`config.mk`:
```
export PLATFORM = sky130hd
export DESIGN_NAME = serial_subtractor_8bit
export DESIGN_NICKNAME = d
export VERILOG_FILES = /design/src/rtl/serial_subtractor_8bit.sv
export SDC_FILE = /design/constraint.sdc
export NUM_CORES = 1
export LEC_CHECK = 0
export BUFFER_PORTS_ARGS = -buffer_cell sky130_fd_sc_hd__buf_4
export CORE_ASPECT_RATIO = 0.8
export CORE_MARGIN = 5
export CORE_UTILIZATION = 43
export CTS_CLUSTER_DIAMETER = 100
export CTS_CLUSTER_SIZE = 40
export DETAILED_ROUTE_END_ITERATION = 8
export GPL_ROUTABILITY_DRIVEN = 1
export PLACE_DENSITY = 0.66
export SLEW_MARGIN = 30
export SYNTH_ARGS = -nofsm -noshare
export SYNTH_HDL_FRONTEND = slang
export SYNTH_SLANG_ARGS = --single-unit
```
`constraint.sdc`:
```
create_clock -name Clock -period 1.3 [get_ports Clock]
set_input_delay 0.065 -clock Clock [delete_from_list [all_inputs] [get_ports Clock]]
set_output_delay 0.065 -clock Clock [all_outputs]
set_load 0.005 [all_outputs]
```
`src/rtl/serial_subtractor_8bit.sv`:
```
// Bit-serial subtractor: D = X - Y, one bit per clock LSB first, through a single
// full-subtractor cell and a borrow flop. Optional signed-overflow flag: SERSUB_OVF_EN.
`timescale 1ns/1ps

module serial_subtractor_8bit #(
    parameter int unsigned WIDTH = 8
) (
    input  logic             Clock,
    input  logic             Reset,
    input  logic             Start,
    input  logic [WIDTH-1:0] X,
    input  logic [WIDTH-1:0] Y,
    output logic [WIDTH-1:0] D,
    output logic             Bo,
    output logic             Busy,
    output logic             Done
`ifdef SERSUB_OVF_EN
    ,
    output logic             Ovf
`endif
);

    localparam int unsigned CNT_W = $clog2(WIDTH);
    localparam logic [CNT_W-1:0] LAST_BIT = CNT_W'(WIDTH - 1);

    typedef enum logic [1:0] {
        S_IDLE  = 2'd0,
        S_SHIFT = 2'd1,
        S_DONE  = 2'd2
    } state_t;

    state_t state;
    state_t state_next;

    logic [WIDTH-1:0] xs;
    logic [WIDTH-1:0] ys;
    logic [WIDTH-1:0] res;
    logic             borrow;
    logic [CNT_W-1:0] count;

    logic load_c;
    logic shift_c;
    logic last_c;
    logic bit_a_c;
    logic bit_b_c;
    logic diff_c;
    logic bout_c;

    // State register
    always_ff @(posedge Clock) begin
        if (Reset) begin
            state <= S_IDLE;
        end else begin
            state <= state_next;
        end
    end

    // Next-state logic; Start is only looked at in IDLE
    always_comb begin
        state_next = state;
        case (state)
            S_IDLE:  if (Start) state_next = S_SHIFT;
            S_SHIFT: if (count == LAST_BIT) state_next = S_DONE;
            S_DONE:  state_next = S_IDLE;
            default: state_next = S_IDLE;
        endcase
    end

    // Control strobes decoded from the current state
    always_comb begin
        load_c  = 1'b0;
        shift_c = 1'b0;
        last_c  = 1'b0;
        case (state)
            S_IDLE:  load_c  = Start;
            S_SHIFT: begin
                shift_c = 1'b1;
                last_c  = (count == LAST_BIT);
            end
            default: ;
        endcase
    end

    // Single full-subtractor cell
    always_comb begin
        bit_a_c = xs[0];
        bit_b_c = ys[0];
        diff_c  = bit_a_c ^ bit_b_c ^ borrow;
        bout_c  = (~bit_a_c & bit_b_c) | (~(bit_a_c ^ bit_b_c) & borrow);
    end

    // Operand shift registers, partial result, borrow and bit counter
    always_ff @(posedge Clock) begin
        if (Reset) begin
            xs     <= '0;
            ys     <= '0;
            res    <= '0;
            borrow <= 1'b0;
            count  <= '0;
        end else if (load_c) begin
            xs     <= X;
            ys     <= Y;
            res    <= '0;
            borrow <= 1'b0;
            count  <= '0;
        end else if (shift_c) begin
            xs     <= {1'b0, xs[WIDTH-1:1]};
            ys     <= {1'b0, ys[WIDTH-1:1]};
            res    <= {diff_c, res[WIDTH-1:1]};
            borrow <= bout_c;
            count  <= count + CNT_W'(1);
        end
    end

    // Result outputs change only when the last bit completes
    always_ff @(posedge Clock) begin
        if (Reset) begin
            D  <= '0;
            Bo <= 1'b0;
        end else if (last_c) begin
            D  <= {diff_c, res[WIDTH-1:1]};
            Bo <= bout_c;
        end
    end

`ifdef SERSUB_OVF_EN
    // On the last bit the cell inputs are the operand sign bits
    always_ff @(posedge Clock) begin
        if (Reset) begin
            Ovf <= 1'b0;
        end else if (last_c) begin
            Ovf <= (bit_a_c != bit_b_c) && (diff_c != bit_a_c);
        end
    end
`endif

    // Handshake flags registered from the next state so they align with it
    always_ff @(posedge Clock) begin
        if (Reset) begin
            Busy <= 1'b0;
            Done <= 1'b0;
        end else begin
            Busy <= (state_next == S_SHIFT);
            Done <= (state_next == S_DONE);
        end
    end

endmodule

```
==> results.cfg, run 1 <==
[power]
sw_frac_of_total = 0.236
irDropWorstVdd_v = 0.000882
total_power_mw = 2.61
p_leak_nw = 0.847
pwr-share-clk = 0.382
netSwitchingPower_mw = 0.618
p_per_area_nw_per_um2 = 1240
p_int_mw = 2.00
power_frac_comb = 0.117
seqPwrFrac = 0.501

[grt]
grt-ovfl-total = 0
met1_usage = 0.180
grt_usage = 0.144
busiest_layer = met2
gr-usage-met3 = 0.0499
antenna_found_initial = 0
met2_usage = 0.226
grt_pass1_wl_mm = 5.86
grt_max_degree = 31
grt_pass1_vias = 1297

[clock_tree]
cts_root_buf = clkbuf_8
clock_latency_ps = 290
htreeDepth = 2
cts_tree = built
cts_hold_buf = 0
cts.sinks = 40
cts_inserted_buffers = 5
cts_buffer_depth = 2
clkTransAtPathRegs_ps = 80

[timing]
whs_ps = 19.0
period_minus_slack_ps = 1270
max_freq_mhz = 787
period_share = 0.978
fin_tns_setup_ps = 0
grt_setup_unrepaired = true
hold_viol = 0
slew_violations = 0
fin_skew_ps = 8.73
worst_pin_slew_ps = 418
finalSetupViolCount = 0
relSlewSlack = 0.721

[cells_and_area]
fin_area_um2 = 2100
nets = 247
layout_commonest_cell = buf_4
seqCellArea_um2 = 803
multi_input_area_um2 = 743
final_util = 0.602
antenna_cells = 0
nFillCells = 325
drive_gt1_frac = 0.341
final_cell_mix = buf_4 (41), dfxtp_1 (38), nor2_1 (37), nand2_1 (26), a21oi_1 (14)
syn_to_final_growth_pct = 31.9

[synthesis]
yosysUniqueCellTypes = 29
syn_avg_cell_area_um2 = 8.62
async_reset_ff_frac = 0
syn_inst = 185
netlist_area_um2 = 1600
synth-edff-count = 0
ys_ff_latch = 40
yosysWarnings = 0
synth_ff_type = dfxtp_1
synth.area.top_cells = dfxtp_1 (50%), nor2_1 (8.7%), nand2_1 (6.1%)
synth_nets = 207
synth_top_area_share = 0.502
synth.yosys.seq_area_share = 0.502
synth_largest_area_cell = dfxtp_1

[die]
start_util = 0.456
fp.dieW_um = 78.1
coreArea_um2 = 3490
fp-row-count = 19
dieHeight_um = 64.5
fp.dieArea_um2 = 5040
ioPinCount = 30

[route]
drt_drc_violations_left = 0
viasPerCell = 5.14
vias = 1377
ant_nets = 0
drtIter0Drc = 86
dr.pass1.iters = 4
wl_per_cell_um = 13.3
routed_wl_mm = 3.56

[placed_design]
post-dp-hpwl_mm = 2.49
portBuffers = 29
gp_congestion = 0.749
dpl_cell_area_um2 = 1910

[critical_path]
arrival_ps = 1490
cpPeakStageDelay_ps = 330
regToRegSetupSlack_ps = 30
crit_path_max_fanout = 3
end_kind = register
cp.required_ps = 1520
r2r_cells = 6
criticalPathCategory = register to register
cp_cell_sequence = ha_1 > ha_2 > nand3b_1 > buf_4 > nand2_1 > a21oi_2
crit_path_top_delay_cell = dfxtp_2
cp-start-kind = register

[min_path]
hold_class = primary input to register
hold-path-cell-count = 3

[status]
status = complete, no violations

[job]
maxCapViolations = 0
## repair_timing
| action | CTS | global route |
|---|---|---|
| pin swaps | 0 | 3 |
| resized for setup | 2 | 13 |
| endpoints found under the setup margin | 3 | 21 |
| buffers inserted | 0 | 4 |
## cell type report
type / instances / area share
Multi-Input combinational cell: 131 / 0.353
Timing Repair Buffer: 46 / 0.185
Tap cell: 42 / 0.0250
Inverter: 1 / 0.00178
Sequential cell: 40 / 0.382
Clock inverter: 3 / 0.0202
Clock buffer: 5 / 0.0327
## layer usage
metal,part of all wire,vias up
li1,-,698
met3,0.062,9
met5,0,-
met1,0.45,636
met4,0.021,0
met2,0.47,34
## cell families after synthesis
| group | after synthesis | share of synthesized area |
|---|---|---|
| AND/OR/NAND/NOR | 100 | 0.301 |
| flip-flops | 40 | 0.502 |
| adder cells (fa/ha/maj) | 3 | 0.0282 |
| AO/OA/AOI/OAI | 27 | 0.102 |
| XOR/XNOR | 1 | 0.00549 |
| buffers and inverters | 14 | 0.0612 |
## worst max-delay path: cells and delay by family, from the launching register on
family | cells | cell delay [ps]
adders and majority gates | 2 | 380
DFF | 1 | 330
and+or+nand+nor | 2 | 210
buffers and inverters | 1 | 140
AOI/OAI and AO/OA | 1 | 140
## worst paths after layout
path                         start                  to
max          count[0]$_SDFFE_PP0P_     Bo$_SDFFE_PP0P_
min                           X[7]  xs[7]$_SDFFE_PP0P_
max reg2reg  count[0]$_SDFFE_PP0P_     Bo$_SDFFE_PP0P_
min reg2reg      D[0]$_SDFFE_PP0P_   D[0]$_SDFFE_PP0P_
## cells in the mapped netlist (3+ instances only)
| library cell | n |
|---|---|
| dfxtp_1 | 40 |
| nand3_1 | 8 |
| nor2_4 | 3 |
| a211oi_1 | 3 |
| nor4_1 | 13 |
| nand2_1 | 26 |
| nor2_2 | 7 |
| buf_6 | 3 |
| nor2_1 | 37 |
| clkbuf_1 | 3 |
| buf_2 | 5 |
| a21oi_1 | 18 |
## registers in the layout, summed over array words and instances (netlist names)
| signal | count |
|---|---|
| Done | 1 |
| Bo | 1 |
| ys | 8 |
| count | 3 |
| xs | 8 |
| state | 2 |
| borrow | 1 |
| res | 7 |
| Busy | 1 |
| D | 8 |
## per-stage QoR
step,setup slack (ps),instances
after detailed placement,18.0,256
final,28.8,268
after CTS,0.0937,264
after global placement,52.5,256
after global routing,-57.0,268
after floorplan,16.6,185
## power by group through the flow
stage	sequential [mW]	combinational, mW	clock, mW
after global routing	1.31	0.338	1.07
after floorplan	1.33	0.186	0
after global placement	1.33	0.277	0
after CTS	1.31	0.290	1.02
final	1.31	0.306	0.998
after detailed placement	1.34	0.284	0
No activity file was read; power rests on OpenSTA's default activity.
==> run 2, diff against run 1 <==
--- a/config.mk
+++ b/config.mk
@@ -5,6 +5,7 @@
 export SDC_FILE = /design/constraint.sdc
 export NUM_CORES = 1
 export LEC_CHECK = 0
+export ABC_AREA = 1
 export BUFFER_PORTS_ARGS = -buffer_cell sky130_fd_sc_hd__buf_4
 export CORE_ASPECT_RATIO = 0.8
 export CORE_MARGIN = 5
@@ -13,7 +14,7 @@
 export CTS_CLUSTER_SIZE = 40
 export DETAILED_ROUTE_END_ITERATION = 8
 export GPL_ROUTABILITY_DRIVEN = 1
-export PLACE_DENSITY = 0.66
+export PLACE_DENSITY = 0.65
 export SLEW_MARGIN = 30
 export SYNTH_ARGS = -nofsm -noshare
 export SYNTH_HDL_FRONTEND = slang
==> results.cfg, run 2 <==
[status]
status = complete, no violations

[power]
irDropWorstVdd_v = 0.000805
p_leak_nw = 1.01
p_per_area_nw_per_um2 = 1380
total_power_mw = 3.06

[synthesis]
async_reset_ff_frac = 0
synth-edff-count = 0
synthMuxAreaShare = 0
synthSimpleGateAreaFrac = 0.284
synth_compound_area_frac = 0.127
yosysUniqueCellTypes = 20
syn_avg_cell_area_um2 = 7.32
syn_inst = 237
synth_common_cells = nand2_1 (51), dfxtp_1 (40), nor2_1 (33)
synth_ff_type = dfxtp_1
synth_top_family_by_area = simple AND/OR/NAND/NOR gates
synth.area.top_cells = dfxtp_1 (46%), nand2_1 (11%), a21oi_1 (7.8%)
yosysWarnings = 0
synth_largest_area_cell = dfxtp_1
yosysMostFrequentCell = nand2_1
synth_xor_area_frac = 0.00505
ys_ff_latch = 40
netlist_area_um2 = 1730
synth_top_area_share = 0.462
synthAdderAreaFrac = 0.0260
synth.yosys.seq_area_share = 0.462
synth_nets = 259

[critical_path]
crit_path_max_fanout = 8
cp.required_ps = 1500
critical_path.startpoint = count[0]$_SDFFE_PP0P_
r2r_cells = 8
cp-endpoint = Bo$_SDFFE_PP0P_
cp-start-kind = register
crit_path_top_delay_cell = dfxtp_2
rr_startpoint = count[0]$_SDFFE_PP0P_
cpPeakStageDelay_ps = 320
arrival_ps = 1420
path_buf_inv = 2
end_kind = register
regToRegSetupSlack_ps = 70
path_depth = 8
cp_common_cell = nand2_1
critPathTopFamily = adder cells
cp_cell_sequence = ha_1 > ha_2 > inv_1 > nor2_2 > nand2_2 > inv_4 > nand2_1 > nand2_1
criticalPathCategory = register to register
rr_endpoint = Bo$_SDFFE_PP0P_

[die]
fp.dieW_um = 81
start_util = 0.450
fp.dieArea_um2 = 5410
coreArea_um2 = 3850
dieHeight_um = 66.8
fp-row-count = 20
ioPinCount = 30

[grt]
met1_usage = 0.221
busiest_layer = met1
grt_pass1_wl_mm = 5.91
grt_pass1_vias = 1245
grt_usage = 0.143
gr-usage-met3 = 0.0446
antenna_found_initial = 0
grt-ovfl-total = 0
grt_max_degree = 29
met2_usage = 0.172

[job]
maxCapViolations = 0

[cells_and_area]
final_util = 0.575
layout_commonest_cell = nand2_1
drive_gt1_frac = 0.231
nFillCells = 381
nets = 294
layout.cells.non_filler = 328
reg_top3 = D (8), xs (8), ys (8)
syn_to_final_growth_pct = 27.7
final_cell_mix = nand2_1 (50), dfxtp_1 (37), buf_4 (37), nor2_1 (31), a21oi_1 (27)
antenna_cells = 0

[clock_tree]
htreeDepth = 2
cts_root_buf = clkbuf_8
cts_inserted_buffers = 5
cts_buffer_depth = 2
clock_latency_ps = 290
cts_tree = built
cts.sinks = 40
clkTransAtPathRegs_ps = 80

[timing]
max_freq_mhz = 815
period_share = 0.943
fin_tns_setup_ps = 0
hold_viol = 0
period_minus_slack_ps = 1230
worst_pin_slew_ps = 265
finalSetupViolCount = 0
fin_skew_ps = 5.67
grt_setup_unrepaired = true
slew_violations = 0
relSlewSlack = 0.822

[placed_design]
place_inst = 317
post-dp-hpwl_mm = 2.41
portBuffers = 29
gp_congestion = 0.779

[route]
ant_nets = 0
drtIter0Drc = 106
vias = 1491
drt_drc_violations_left = 0
viasPerCell = 4.55
dr.pass1.iters = 4
wl_per_cell_um = 10.9
routed_wl_mm = 3.58

[min_path]
hold-path-cell-count = 3
hold_class = primary input to register
## run 2: cell count changes after synthesis, sizes merged, moves of 3 or more
| cell | before | now |
|---|---|---|
| a211oi | 3 | 0 |
| a21oi | 18 | 27 |
| inv | 1 | 22 |
| nand2 | 26 | 56 |
| nand3 | 8 | 25 |
| nor2 | 47 | 34 |
| nor4 | 13 | 0 |
| o21ai | 0 | 17 |
## run 2: what timing repair did
action,in CTS,in global routing
buffers inserted,1,1
pin swaps,0,2
resized for setup,0,10
endpoints found under the hold margin,4,0
hold buffers,1,0
setup endpoints to repair,1,26
## run 2: kinds of logic after synthesis
group,count (synthesis)
and+or+nand+nor,115
AOI/OAI and AO/OA,44
DFF,40
buffers and inverters,34
adders and majority gates,3
xor gates and xnor gates,1
## run 2: where the power goes
| group | total, mW | internal, mW | switching, mW | leakage [nW] |
|---|---|---|---|---|
| Clock | 1.40 | 0.960 | 0.439 | 0.0784 |
| Combinational | 0.351 | 0.152 | 0.199 | 0.599 |
| Sequential | 1.31 | 1.28 | 0.0299 | 0.328 |
## run 2: per-layer routing
layer | vias to the layer above | routed length (µm)
li1 | 825 | -
met3 | 4 | 160
met4 | 0 | 52
met1 | 643 | 2020
met2 | 19 | 1350
met5 | - | 0
## run 2: metrics by stage
stage / hold WS (ps) / setup slack [ps] / instance area, µm²
6_report: 17.6 / 73.5 / 2210
5_1_grt: 17.0 / -21.9 / 2210
4_1_cts: 10.0 / 1.66 / 2180
3_5_place_dp: 265 / 11.2 / 2010
3_3_place_gp: 264 / 88.9 / 2010
2_1_floorplan: 134 / 140 / 1730
## run 2: worst min-delay path: cells and delay by family
kind / cells / cell delay [ps]
buf+inv: 1 / 100
compound gates: 1 / 50
simple gates: 1 / 50
## run 2: layout make-up
cell class	instances	area, µm²	area share
tap	55	68.8	0.0311
timing repair buffer	39	308	0.139
inverter	23	88.8	0.0401
clock buffer	5	68.8	0.0311
clock inverter	3	90.1	0.0407
sequential	40	805	0.363
multi-input combinational	163	786	0.355
## run 2: worst min-delay path by stage
stage | from | end | slack [ps]
floorplan | Reset | Busy$_SDFF_PP0_ | 130
detailed placement | Reset | state[0]$_SDFF_PP0_ | 260
finish | Y[7] | ys[7]$_SDFFE_PP0P_ | 20
global route | Y[7] | ys[7]$_SDFFE_PP0P_ | 20
CTS | Y[7] | ys[7]$_SDFFE_PP0P_ | 10
global placement | Reset | state[0]$_SDFF_PP0_ | 260
